==> config.mk <==
export PLATFORM = sky130hd
export DESIGN_NAME = fetch_stage
export DESIGN_NICKNAME = d
export VERILOG_FILES = /design/src/rtl/fetch_stage.sv
export SDC_FILE = /design/constraint.sdc
export NUM_CORES = 1
export LEC_CHECK = 0
export ABC_AREA = 1
export CORE_MARGIN = 2
export CORE_UTILIZATION = 53
export CTS_BUF_LIST = sky130_fd_sc_hd__clkbuf_4
export CTS_CLUSTER_DIAMETER = 80
export DETAILED_ROUTE_END_ITERATION = 6
export GPL_ROUTABILITY_DRIVEN = 0
export PLACE_DENSITY = 0.95
export SLEW_MARGIN = 20
export SYNTH_ARGS = -nofsm -noshare
export SYNTH_HDL_FRONTEND = slang
export SYNTH_SLANG_ARGS = --single-unit
export TNS_END_PERCENT = 30
==> constraint.sdc <==
create_clock -name CLK -period 4.7 [get_ports CLK]
set_input_delay 0.705 -clock CLK [delete_from_list [all_inputs] [get_ports CLK]]
set_output_delay 0.705 -clock CLK [all_outputs]
set_load 0.005 [all_outputs]
==> src/rtl/fetch_stage.sv <==
// fetch_stage: PC/instruction fetch with IF/ID pipeline latch
module fetch_stage #(
  parameter logic [31:0] PC_INIT = 32'h0000_0000,
  parameter int          CNT_W   = 32
) (
  input  logic             CLK,
  input  logic             nRST,
  input  logic             ihit,
  input  logic [31:0]      iload,
  output logic             iREN,
  output logic [31:0]      iaddr,
  input  logic             stall,
  input  logic             redirect_valid,
  input  logic [31:0]      redirect_pc,
  input  logic             halt_dec,
  output logic [31:0]      instr_out,
  output logic [31:0]      pc_out,
  output logic [31:0]      npc_out,
  output logic             valid_out,
  output logic             halted,
  output logic [CNT_W-1:0] fetch_count
);
  typedef enum logic {RUN, HALTED} state_t;
  state_t           state_q, state_d;
  logic [31:0]      pc_q, pc_d, instr_q, instr_d, pc_out_q, pc_out_d, npc_q, npc_d;
  logic             valid_q, valid_d;
  logic [CNT_W-1:0] cnt_q, cnt_d;
  logic [31:0]      pc_plus4;
  assign pc_plus4    = pc_q + 32'd4;
  assign iREN        = (state_q == RUN);
  assign halted      = (state_q == HALTED);
  assign iaddr       = pc_q;
  assign instr_out   = instr_q;
  assign pc_out      = pc_out_q;
  assign npc_out     = npc_q;
  assign valid_out   = valid_q;
  assign fetch_count = cnt_q;
  // next state: redirect > halt > stall > hit > miss; HALTED freezes everything
  always_comb begin
    state_d  = state_q;
    pc_d     = pc_q;
    instr_d  = instr_q;
    pc_out_d = pc_out_q;
    npc_d    = npc_q;
    valid_d  = valid_q;
    cnt_d    = cnt_q;
    if (state_q == RUN) begin
      if (redirect_valid) begin
        pc_d    = {redirect_pc[31:2], 2'b00};
        instr_d = '0;
        valid_d = 1'b0;
      end else if (halt_dec) begin
        state_d = HALTED;
        instr_d = '0;
        valid_d = 1'b0;
      end else if (!stall) begin
        instr_d  = ihit ? iload : '0;
        valid_d  = ihit;
        pc_out_d = ihit ? pc_q : pc_out_q;
        npc_d    = ihit ? pc_plus4 : npc_q;
        pc_d     = ihit ? pc_plus4 : pc_q;
        cnt_d    = ihit ? cnt_q + CNT_W'(1) : cnt_q;
      end
    end
  end
  // state, PC and IF/ID latch registers with asynchronous reset
  always_ff @(posedge CLK or negedge nRST) begin
    if (!nRST) begin
      state_q  <= RUN;
      pc_q     <= PC_INIT;
      instr_q  <= '0;
      pc_out_q <= '0;
      npc_q    <= '0;
      valid_q  <= 1'b0;
      cnt_q    <= '0;
    end else begin
      state_q  <= state_d;
      pc_q     <= pc_d;
      instr_q  <= instr_d;
      pc_out_q <= pc_out_d;
      npc_q    <= npc_d;
      valid_q  <= valid_d;
      cnt_q    <= cnt_d;
    end
  end
endmodule

==> impl_metrics.ini <==
[worst_setup_path]
setup.worst_path.end_class = register
crit_required_ns = 5.15
crit_path_max_fanout = 55
timing.critical_path.arrival_ns = 3.01
worst_r2r_endpoint = iaddr[28]
worstRegToRegCells = 10
worst-r2r-setup-slack_ns = 2.59
timing_worst_setup_path_type = input pin to register
critPathCapture = fetch_count[23]
crit_path_start_kind = input pin
setup.worst_path.start = redirect_valid
worstReg2RegStart = iaddr[2]

[floorplan]
initial_core_util_pct = 54.5
ioPinCount = 233
die_height_microns = 124
fp.dieW_microns = 124
number_of_rows_in_the_core_area = 43
design.core.area_sq_um = 14000
fp.dieArea_sq_um = 15400

[route]
number_of_detailed_routing_iterations_run_before_antenna_repair = 6
wire_per_inst_microns = 16.1
initialDrtViolationCount = 750
met3WireLength_mm = 2.16
routed-wl-met2_mm = 10.7
route.layer.met1.wl_mm = 8.63
number_of_nets_still_failing_antenna_checks_after_routing = 0
highest-signal-layer = met4
vias = 7391
routed_wl_mm = 22.1
post-route-drc-count = 0
route.detailed.vias_per_inst = 5.38

[synth]
post-synth-top-area-cell = dfrtp_1
synthFlopType = dfrtp_1
syn-cell-area_sq_um = 7620
share_of_flip_flops_with_an_asynchronous_set_or_reset_after_synthesis_pct = 100
count_of_flip_flops_with_a_built_in_enable_after_synthesis = 0
synth.most_common_cell = nand2_1
synthTopCellsByCount = 334 x nand2_1, 156 x dfrtp_1, 139 x nor2_1, 68 x o21ai_0, 67 x inv_1
synth_cell_type_count = 31
yosysTopAreaCellShare_pct = 51.2
ys_top_cells_by_area = dfrtp_1 51%, nand2_1 16%, nor2_1 6.8%
synth_seq_cells = 156
synthesized_area_per_cell_sq_um = 7.91
synthesis.instances = 963
yosysWarningCount = 0
synth_seq_area_share_pct = 51.2

[pwr]
peakVddDrop_mv = 0.177
p_clk_share_pct = 34.6
p_switching_mw = 0.575
total_leakage_power_nw = 4.88
p_comb_share_pct = 7.1
power_switching_share_pct = 24.5
cell_internal_pwr_mw = 1.77
powerDensity_nw_per_um2 = 229
pwr-share-seq_pct = 58.3
design_power_total_mw = 2.35

[sta]
finalMaxSlewViolations = 0
totalNegativeSetupSlack_ns = 0
final.period_utilization_pct = 54.4
finalSetupViolations = 0
max_clock_freq_ghz = 0.391
finalWorstPathRequiredPeriod_ns = 2.56
hold_slack_ns = 0.134
setup_repair_after_global_routing_missed_its_margin = false
tightestPinTransition_ns = 0.717
skew_ns = 0.0201
final_hold_violation_count = 0
tightest_slew_margin_relative_to_the_limit_pct = 52.2

[global_route]
grt_max_degree = 75
grt_antenna_before_repair = 0
vias_in_the_first_global_route = 7005
track_usage_pct = 29.1
grt_first_pass_wirelength_mm = 34.3
globalRouteOverflowTotal = 0

[cts]
clockRootBuffer = clkbuf_4
h-tree-depth = 4
number_of_buffers_inserted_by_post_cts_setup_repair = 0
worst_skew_pair.late_latency_ns = 0.56
cts_tree = built
cts.repair.resized = 0
numClockSinks = 156
clockBufferDepth = 2
cts-buffers-inserted = 17
cts.reportedPaths.clkPinSlew_ns = 0.12
cts_hold_buffers = 0

[place]
hpwlAfterDp_mm = 16.0
place.port_buffers = 224

[final_layout]
final_nets = 1252
final_core_utilization_pct = 73.3
insertedDiodeCount = 0
synthToLayoutAreaGrowth_pct = 34.5
layout-drive-gt1-share_pct = 5.20

[status]
run_status = complete, no violations

[job]
maxCapViolCount = 0

[worst_hold_path]
hp-class = input pin to async pin
==> state kept, by name, summed over array words and instances (netlist names) <==
| register | count |
|---|---|
| valid_out | 1 |
| instr_out | 32 |
| pc_out | 30 |
| halted | 1 |
| npc_out | 30 |
| fetch_count | 32 |
| iaddr | 30 |
==> placed cells by master (no fill, tap or decap), types with 2 or more instances in the layout <==
cell | synthesis | routed
clkbuf_4 | 0 | 18
clkinv_4 | 0 | 2
nand3b_1 | 4 | 4
dfrtp_1 | 156 | 156
xor2_1 | 13 | 13
nand2_1 | 334 | 334
xnor2_1 | 11 | 11
o22ai_1 | 4 | 4
clkdlybuf4s50_1 | 0 | 223
clkinv_2 | 0 | 5
nor2_1 | 139 | 139
clkinvlp_4 | 0 | 2
ha_1 | 2 | 2
conb_1 | 1 | 6
nand4_1 | 5 | 5
buf_4 | 9 | 8
inv_2 | 2 | 2
nand3_1 | 49 | 49
inv_1 | 67 | 67
inv_6 | 0 | 3
o21ai_0 | 68 | 68
o211ai_1 | 4 | 4
bufinv_16 | 0 | 2
a22o_1 | 32 | 32
a31oi_1 | 11 | 11
nand2_2 | 2 | 2
nor2_4 | 5 | 5
nor2_2 | 8 | 8
==> metal layers <==
layer	vias to the layer above	track usage (%)
met3	64	8.84
met2	385	49.9
met1	3442	34.8
met4	0	10.3
met5	-	0
li1	3500	-
==> worst min path at each step <==
| stage | end | slack [ns] | cells after the start |
|---|---|---|---|
| 2_1_floorplan | fetch_count[0] | 0.41 | 0 |
| 3_3_place_gp | valid_out | 0.45 | 2 |
| 5_1_grt | fetch_count[25] | 0.16 | 1 |
| 4_1_cts | fetch_count[25] | 0.16 | 1 |
| 6_report | fetch_count[25] | 0.13 | 1 |
| 3_5_place_dp | valid_out | 0.46 | 2 |
==> power groups by stage <==
stage	combinational, mW	clock (mW)	sequential [mW]
2_1_floorplan	0.0403	0	1.39
3_3_place_gp	0.163	0	1.39
3_5_place_dp	0.166	0	1.39
4_1_cts	0.168	0.824	1.37
5_1_grt	0.182	0.878	1.37
6_report	0.166	0.813	1.37
==> layout make-up <==
| type | count | area (sq um) |
|---|---|---|
| sequential | 156 | 3900 |
| fill | 1049 | 3740 |
| multi-input combinational | 704 | 3280 |
| timing repair buffer | 232 | 2300 |
| inverter | 69 | 259 |
| tap | 180 | 225 |
| clock inverter | 14 | 144 |
| clock buffer | 18 | 135 |
==> kinds of logic (layout without fill, tap and decap cells) <==
group                      after synthesis  after routing  share of synthesized area [%]
adders and majority gates                2              2                          0.328
and+or+nand+nor                        550            550                           29.3
xor gates and xnor gates                24             24                           2.76
AOI/OAI and AO/OA                      122            122                           10.1
DFF                                    156            156                           51.2
other                                    1              6                         0.0492
buffers and inverters                  108            333                           6.19
==> worst max-delay path, stage by stage <==
cell and delay (ns):
clkdlybuf4s50_1 0.66, inv_2 0.16, buf_4 0.51, nand4_4 0.30, nor2_1 0.16, nand2_1 0.14
nor2_2 0.16, nand2_1 0.07, nand2_1 0.08, nand2_1 0.06
==> metrics by stage <==
| step | cells | area [sq um] | worst slack (ns) |
|---|---|---|---|
| floorplan | 968 | 7640 | 2.93 |
| global placement | 1341 | 9970 | 1.65 |
| detailed placement | 1341 | 9970 | 1.61 |
| CTS | 1373 | 10300 | 2.20 |
| global route | 1373 | 10300 | 1.94 |
| finish | 1373 | 10300 | 2.14 |
Power figures use the tool's default switching activity.
